==> src/rtl/matrix_ctrl_pkg.sv <==
// Shared definitions for the 2x2 matrix reconfigurable-module controller.
// A matrix is four ELEM_W-bit elements packed MSB-first: [0][0],[0][1],[1][0],[1][1].
package matrix_ctrl_pkg;

  localparam int ELEM_W  = 8;
  localparam int MAT_DIM = 2;
  localparam int MAT_W   = MAT_DIM * MAT_DIM * ELEM_W;

  localparam logic [1:0] IDLE      = 2'd0;
  localparam logic [1:0] WAIT      = 2'd1;
  localparam logic [1:0] RESP      = 2'd2;
  localparam logic [1:0] DECOUPLED = 2'd3;

  typedef logic [MAT_W-1:0] mat_t;

endpackage

==> src/rtl/rr_arbiter2.sv <==
// Two-requester round-robin arbiter; grant is combinational, history advances
// only when the caller reports a completed transfer through update_i.
module rr_arbiter2 (
  input  logic       clk,
  input  logic       rst,
  input  logic [1:0] req_i,
  input  logic       update_i,
  output logic       gnt_valid_o,
  output logic       gnt_id_o
);

  logic last_q;
  logic last_d;

  // On contention the requester that did not win last time gets the slot.
  always_comb begin
    gnt_id_o = req_i[1];
    if (req_i == 2'b11) begin
      gnt_id_o = ~last_q;
    end
  end

  assign gnt_valid_o = |req_i;

  always_comb begin
    last_d = last_q;
    if (update_i) begin
      last_d = gnt_id_o;
    end
  end

  // Reset to 1 so requester 0 wins the first contention.
  always_ff @(posedge clk) begin
    if (rst) begin
      last_q <= 1'b1;
    end else begin
      last_q <= last_d;
    end
  end

endmodule

==> src/rtl/matrix_rm_controller.sv <==
// Sequencer/arbiter for the reconfigurable 2x2 matrix module: grants one of two
// requesters, waits RM_LATENCY cycles, returns the result and supports PR decoupling.
module matrix_rm_controller
  import matrix_ctrl_pkg::*;
#(
  parameter int RM_LATENCY = 1,
  parameter int CNT_W      = 16
) (
  input  logic             clk,
  input  logic             rst,
  input  logic             req0_valid,
  output logic             req0_ready,
  input  logic [MAT_W-1:0] req0_a,
  input  logic [MAT_W-1:0] req0_b,
  input  logic             req1_valid,
  output logic             req1_ready,
  input  logic [MAT_W-1:0] req1_a,
  input  logic [MAT_W-1:0] req1_b,
  output logic             rsp_valid,
  input  logic             rsp_ready,
  output logic [MAT_W-1:0] rsp_res,
  output logic             rsp_id,
  output logic [MAT_W-1:0] rm_a,
  output logic [MAT_W-1:0] rm_b,
  input  logic [MAT_W-1:0] rm_res,
  input  logic             pr_req,
  output logic             pr_ack,
  output logic             busy,
  output logic [CNT_W-1:0] done_count
);

  localparam logic [3:0] CNT_INIT = 4'(RM_LATENCY);

  logic [1:0]       state_q, state_d;
  logic [3:0]       cnt_q, cnt_d;
  mat_t             rm_a_q, rm_a_d;
  mat_t             rm_b_q, rm_b_d;
  mat_t             rsp_res_q, rsp_res_d;
  logic             rsp_id_q, rsp_id_d;
  logic [CNT_W-1:0] done_q, done_d;

  logic       gnt_valid;
  logic       gnt_id;
  logic       accept_ok;
  logic [1:0] ready_vec;
  logic       fire;

  rr_arbiter2 u_arb (
    .clk        (clk),
    .rst        (rst),
    .req_i      ({req1_valid, req0_valid}),
    .update_i   (fire),
    .gnt_valid_o(gnt_valid),
    .gnt_id_o   (gnt_id)
  );

  assign accept_ok = (state_q == IDLE) && !pr_req && !rst;

  genvar gi;
  generate
    for (gi = 0; gi < 2; gi++) begin : g_ready
      assign ready_vec[gi] = accept_ok && gnt_valid && (gnt_id == 1'(gi));
    end
  endgenerate

  assign fire       = |ready_vec;
  assign req0_ready = ready_vec[0];
  assign req1_ready = ready_vec[1];

  always_comb begin
    state_d   = state_q;
    cnt_d     = cnt_q;
    rm_a_d    = rm_a_q;
    rm_b_d    = rm_b_q;
    rsp_res_d = rsp_res_q;
    rsp_id_d  = rsp_id_q;
    done_d    = done_q;
    case (state_q)
      IDLE: begin
        if (pr_req) begin
          state_d = DECOUPLED;
          rm_a_d  = '0;
          rm_b_d  = '0;
        end else if (fire) begin
          state_d  = WAIT;
          cnt_d    = CNT_INIT;
          rm_a_d   = gnt_id ? req1_a : req0_a;
          rm_b_d   = gnt_id ? req1_b : req0_b;
          rsp_id_d = gnt_id;
        end
      end
      WAIT: begin
        if (cnt_q == 4'd1) begin
          rsp_res_d = rm_res;
          state_d   = RESP;
        end else begin
          cnt_d = cnt_q - 4'd1;
        end
      end
      RESP: begin
        if (rsp_ready) begin
          done_d = done_q + {{(CNT_W-1){1'b0}}, 1'b1};
          if (pr_req) begin
            state_d = DECOUPLED;
            rm_a_d  = '0;
            rm_b_d  = '0;
          end else begin
            state_d = IDLE;
          end
        end
      end
      DECOUPLED: begin
        if (!pr_req) begin
          state_d = IDLE;
        end
      end
      default: state_d = IDLE;
    endcase
  end

  always_ff @(posedge clk) begin
    if (rst) begin
      state_q   <= IDLE;
      cnt_q     <= '0;
      rm_a_q    <= '0;
      rm_b_q    <= '0;
      rsp_res_q <= '0;
      rsp_id_q  <= 1'b0;
      done_q    <= '0;
    end else begin
      state_q   <= state_d;
      cnt_q     <= cnt_d;
      rm_a_q    <= rm_a_d;
      rm_b_q    <= rm_b_d;
      rsp_res_q <= rsp_res_d;
      rsp_id_q  <= rsp_id_d;
      done_q    <= done_d;
    end
  end

  assign rsp_valid  = (state_q == RESP);
  assign busy       = (state_q == WAIT) || (state_q == RESP);
  assign pr_ack     = (state_q == DECOUPLED);
  assign rsp_res    = rsp_res_q;
  assign rsp_id     = rsp_id_q;
  assign rm_a       = rm_a_q;
  assign rm_b       = rm_b_q;
  assign done_count = done_q;

endmodule

==> config.mk <==
export PLATFORM = sky130hd
export DESIGN_NAME = matrix_rm_controller
export DESIGN_NICKNAME = d
export VERILOG_FILES = /design/src/rtl/matrix_ctrl_pkg.sv /design/src/rtl/rr_arbiter2.sv /design/src/rtl/matrix_rm_controller.sv
export SDC_FILE = /design/constraint.sdc
export NUM_CORES = 1
export LEC_CHECK = 0
export CAP_MARGIN = 20
export CORE_MARGIN = 10
export CORE_UTILIZATION = 38
export CTS_BUF_LIST = sky130_fd_sc_hd__clkbuf_8
export DETAILED_ROUTE_END_ITERATION = 16
export GPL_TIMING_DRIVEN = 0
export PLACE_DENSITY_LB_ADDON = 0.15
export SYNTH_ARGS = -nofsm -noshare
export SYNTH_HDL_FRONTEND = slang
export SYNTH_SLANG_ARGS = --single-unit
==> constraint.sdc <==
create_clock -name clk -period 1.99 [get_ports clk]
set_input_delay 0.4975 -clock clk [delete_from_list [all_inputs] [get_ports clk]]
set_output_delay 0.4975 -clock clk [all_outputs]
set_load 0.05 [all_outputs]
## After elaboration in Yosys (flattened, before gate mapping)

Index checks and enable logic that the tools add are counted.

- Register bits after elaboration: 120
- Output and inout port bits: 118
- Word-level logic and storage cells: 67

- $add $sub $neg: 2
- Equality and inequality tests: 13
- Mux-type cells: 22
- Bitwise operators: 3
- Reductions and logical operators: 19

Operator list:

| cell | number |
|---|---|
| $mux W32 | 8 |
| $pmux W32 S2 | 2 |
| $add A16 B1 Y16 const B | 1 |
| $mux W2 | 6 |
| $mux W4 | 3 |
| $reduce_and A4 Y1 | 3 |
| $ne A2 B2 Y1 const B | 5 |
| $pmux W2 S4 | 1 |
| $pmux W4 S2 | 1 |
| $eq A2 B2 Y1 const B | 3 |
| $logic_and A1 B1 Y1 | 5 |
| $eq A4 B1 Y1 const B | 1 |
| $ne A2 B1 Y1 const B | 2 |
| $reduce_and A2 Y1 | 2 |
| $reduce_bool A2 Y1 | 2 |
| $reduce_or A2 Y1 | 2 |
| $sub A4 B1 Y4 const B | 1 |
| $ne A3 B3 Y1 const B | 1 |
| $not A1 Y1 | 3 |
| $reduce_and A3 Y1 | 1 |
| $eq A2 B1 Y1 const B | 1 |
| $logic_not A1 Y1 | 2 |
| $logic_not A2 Y1 | 1 |
| $logic_or A1 B1 Y1 | 1 |
| $mux W1 | 1 |

## Longest topological paths before layout

Gate-level depths: netlist of the first run.

- Depth in word-level cells: 9
- Depth in mapped cells: 9
- Gate-level depth less buffers: 6

## Modules after synthesis

From an unflattened synthesis of the first run, not the netlist that was laid out.

- Cell total of the unflattened synthesis: 578
- Area, all modules: 5403.9 µm²

Modules (own cells, without submodules):

| module | times used | cells an instance | area each (µm²) |
|---|---|---|---|
| matrix_rm_controller | 1 | 573 | 5355.1 |
| rr_arbiter2 | 1 | 5 | 48.8 |

## Worst setup path after synthesis of the first run

OpenSTA, ideal clock, no wires.

- Kind: register -> register
- Start: reg state_q[0]
- End: reg rm_a_q[13] (netlist: rm_a[13])
- Arrival: 2086 ps
- Required time: 1860 ps
- Path slack: -227 ps
- Cell stages (with the launch flop): 10
- Clock period less this slack: 2217 ps
- Cells stage by stage: dfxtp_1 -> inv_1 -> ha_1 -> buf_6 -> mux2_4 -> a32o_1 -> buf_4 -> clkbuf_8 -> nand3_1 -> a21oi_1

- Elaborated cells between the ends (all ways): 14

RTL lines:

| what | RTL line | text |
|---|---|---|
| from (decl) | matrix_rm_controller.sv:34 | `logic [1:0] state_q, state_d;` |
| from (signal assigned) | matrix_rm_controller.sv:131 | `state_q <= state_d;` |
| $eq A2 B2 Y1 (*) | -- |  |
| via rsp_valid | matrix_rm_controller.sv:19 | `output logic rsp_valid,` |
| $ne A2 B1 Y1 (no line) or $reduce_bool A2 Y1 (tied branches) | -- |  |
| $reduce_and A4 Y1 (no line) | -- |  |
| to (signal assigned) | matrix_rm_controller.sv:133 | `rm_a_q <= rm_a_d;` |
| to (decl) | matrix_rm_controller.sv:36 | `mat_t rm_a_q, rm_a_d;` |

Mark *: on every way through the listed nets, which the timed path passes. The rest lies on a longest branch.
A chain may end at the register's enable or synchronous reset.

## Final worst setup path of the first run

- Start: reg state_q[0]
- End: out req1_ready

- Cells in the longest elaborated chain, start to end: 5

RTL lines:

| what | RTL line | text |
|---|---|---|
| $logic_not A2 Y1 | matrix_rm_controller.sv:57 | `assign accept_ok = (state_q == IDLE) && !pr_req && !rst;` |
| $logic_and A1 B1 Y1 (2 in a row) | matrix_rm_controller.sv:57 |  |
| $logic_and A1 B1 Y1 (2 in a row) | matrix_rm_controller.sv:62 | `assign ready_vec[gi] = accept_ok && gnt_valid && (gnt_id == 1'(gi));` |
| to (decl) | matrix_rm_controller.sv:16 | `output logic req1_ready,` |

No other way between the ends.

==> results.sh, run 1 <==
export IMPL_status="complete, but fails checks"
export IMPL_violations="setup timing"
export IMPL_num_io_pins=284
export IMPL_dieWidth_um=142
export IMPL_drive_gt1_frac=0.204
export IMPL_crit_required_ps=1490
export IMPL_path_cells="inv_6 > ha_4 > and2b_2 > and3_4 > buf_8"
export IMPL_cts_tree="done"
export IMPL_antenna_found_initial=0
export IMPL_row_count=44
export IMPL_hold_viol=0
export IMPL_netlist_area_um2=5680
export IMPL_wl_per_cell_um=18.0
export IMPL_overflow=0
export IMPL_hp_class="flip-flop to flip-flop"
export IMPL_place_area_um2=8760
export IMPL_grt_max_degree=17
export IMPL_n_antenna_cell=0
export IMPL_grt_use_met2=0.330
export IMPL_start_kind="flip-flop"
export IMPL_r2r_setup_slack_ps=50
export IMPL_wl_um=20900
export IMPL_setup_viol=1
export IMPL_portBuffers=282
export IMPL_rsz0062_at_grt="yes"
export IMPL_fin_crit_ps=2050
export IMPL_gp_congestion=0.766
export IMPL_path_clk_slew_ps=70
export IMPL_skew_ps=6.45
export IMPL_area_growth_syn_to_layout_pct=68.5
export IMPL_cp_max_fo=4
export IMPL_arrival_ps=1550
export IMPL_synth_seq_cells=120
export IMPL_drc=0
export IMPL_syn_inst=641
export IMPL_power_density_nw_per_um2=1100
export IMPL_cts_root_buf="clkbuf_8"
export IMPL_cpMaxStageDelayCell="dfxtp_4"
export IMPL_tns_ps=-57.3
export IMPL_drtPass1Iterations=4
export IMPL_critical_path_endpoint_type="primary output"
export IMPL_avgViaCountPerCell=4.91
export IMPL_slowest_delay_ps=390
export IMPL_use_met1=0.219
export IMPL_ys_warnings_count=0
export IMPL_htreeDepth=4
export IMPL_ant_nets=0
export IMPL_whs_ps=446
export IMPL_synth_area_leaders="dfxtp_1 (42%), mux2_2 (13%), a21oi_1 (9.5%), nand2_1 (9.2%), nand3_1 (6.3%)"
export IMPL_fin_area_um2=9580
export IMPL_leakagePower_nw=4.03
export IMPL_core_um2=14600
export IMPL_ys_seq_area_frac=0.423
export IMPL_die_h_um=142
export IMPL_grt_pass1_wl_um=31000
export IMPL_cts_sinks=120
export IMPL_worstMarginPinSlew_ps=611
export IMPL_final_core_util=0.656
export IMPL_grt_pass1_vias=5574
export IMPL_fin_crit_sh=1.03
export IMPL_drt_iter0_markers=263
export IMPL_cap_violations=0
export IMPL_cts_path_max_buffers=2
export IMPL_cts_buffers=17
export IMPL_slew_headroom=0.594
export IMPL_finalMaxSlewViolations=0
export IMPL_dp_hpwl_um=16000
export IMPL_synth_cell_types=45
export IMPL_fin_ws_ps=-57.3
export IMPL_synth_avg_cell_area_um2=8.87
export IMPL_clk_latency_ps=430
export IMPL_nNetsFinal=1138
export IMPL_busiest_layer="met2"
export IMPL_ir_drop_mv=0.568
export IMPL_start_util=0.390
export IMPL_vias=5706
export IMPL_grtUsageTotal=0.193
export IMPL_synth_top_area_share=0.423
export IMPL_max_freq_ghz=0.488
export IMPL_syn_nets=815
export IMPL_crit_type="flip-flop to primary output"
export IMPL_dieArea_um2=20300
export IMPL_synth_largest_area_cell="dfxtp_1"
export IMPL_met3_usage=0.0768
-- cells by family after synthesis --
| kind of cell | Yosys count | synth area share |
|---|---|---|
| AO/OA/AOI/OAI | 127 | 0.126 |
| XOR/XNOR | 11 | 0.0170 |
| adder cells (fa/ha/maj) | 8 | 0.0176 |
| buffers and inverters | 56 | 0.0836 |
| flip-flops | 120 | 0.423 |
| multiplexers | 68 | 0.135 |
| AND/OR/NAND/NOR | 251 | 0.198 |
-- synthesized netlist by cell type --
master,n
and3_1,3
a311oi_1,3
a32oi_4,1
clkbuf_1,9
a211oi_1,1
a21boi_2,1
o21ba_2,1
nor2_2,1
mux2_4,1
o2bb2ai_1,1
a32o_1,2
xnor2_1,2
and4_2,2
mux2_2,65
nand4_1,6
nand2b_1,1
and2b_1,1
nand3_2,3
mux2i_1,2
nand3_1,71
ha_1,8
a311o_1,1
nand2_1,139
dlygate4sd1_1,1
nor3_1,1
a21o_1,1
o211a_1,1
o211ai_1,1
or2_2,1
buf_2,7
nor2_1,13
and4_1,2
dlymetal6s2s_1,2
xor2_1,9
buf_6,11
o221a_2,1
buf_4,5
dfxtp_1,120
a21oi_1,108
o21ai_0,4
and2_1,3
clkbuf_8,12
dlygate4sd3_1,2
or3_1,4
inv_1,7
-- cell type report --
class                      instances  area [um2]
buffer                            48         503
clock buffer                      18         248
clock inverter                    14         246
fill                            1322        5010
inverter                           7        33.8
multi-input combinational        465        2920
sequential                       120        2410
tap                              184         230
timing repair buffer             305        2980
-- flip-flops by register name (all words and copies together), names as in the netlist --
| name | flops |
|---|---|
| rm_a | 32 |
| rm_b | 32 |
| rsp_res | 32 |
| done_count | 16 |
| cnt_q | 4 |
| state_q | 2 |
| rsp_id | 1 |
| u_arb.last_q | 1 |
-- worst max-delay path: cells and delay by family, from the launching register on --
| family | cells | cell delay [ps] |
|---|---|---|
| and+or+nand+nor | 2 | 400 |
| DFF | 1 | 390 |
| buffers and inverters | 2 | 200 |
| adders and majority gates | 1 | 150 |
-- where the power goes --
part | switching [W] | internal, W
Combinational | 0.00283 | 0.00214
Clock | 0.00102 | 0.00166
Sequential | 0.000185 | 0.00273
Total | 0.00403 | 0.00653
-- through the flow --
step | worst slack (ps) | power, W | instances
CTS | -105 | 0.0100 | 1151
global route | -133 | 0.0111 | 1161
detailed placement | -1350 | 0.00731 | 1107
finish | -57.3 | 0.0106 | 1161
floorplan | -7.62 | 0.00589 | 641
global placement | -1330 | 0.00729 | 1107
-- layout by cell type (no fill, tap or decap), types with 4 or more instances in the layout --
cell type	instances
buf_12	4
inv_1	5
o21ai_0	4
buf_2	8
clkbuf_8	26
nand3_2	6
nor2_1	12
nand2_1	137
ha_1	6
a21oi_2	8
clkbuf_2	4
clkinv_4	4
buf_4	16
dlygate4sd2_1	112
nand4_1	6
buf_6	6
nand3_1	68
or3_1	4
clkbuf_16	5
mux2_2	65
clkbuf_1	5
bufinv_16	6
xor2_1	9
dfxtp_1	118
clkdlybuf4s50_1	161
buf_8	13
a21oi_1	100
-- path summary, 6_finish.rpt --
| kind | start | end | depth (start not counted) |
|---|---|---|---|
| max | state_q[0] | req1_ready | 5 |
| min | rm_a[28] | rm_a[28] | 2 |
| max reg2reg | state_q[1] | rm_a[9] | 9 |
| min reg2reg | rm_a[28] | rm_a[28] | 2 |
-- layer usage --
layer | wire (um) | up-vias
li1 | - | 2866
met5 | 0 | -
met3 | 1920 | 20
met4 | 278 | 0
met2 | 10400 | 217
met1 | 8340 | 2603
-- repair_timing --
action | CTS | global route
cloned | 0 | 6
setup buffers | 13 | 4
pin swaps | 2 | 5
resized for setup | 164 | 43
hold buffers | 0 | 0
endpoints found under the setup margin | 178 | 58
No activity file was read; power rests on OpenSTA's default activity.
==> run 2: changes to the inputs <==
Settings changed: HOLD_SLACK_MARGIN set to 0.12.
==> results of run 2 <==
Final layout, timing and power as in run 1 (identical DEF).
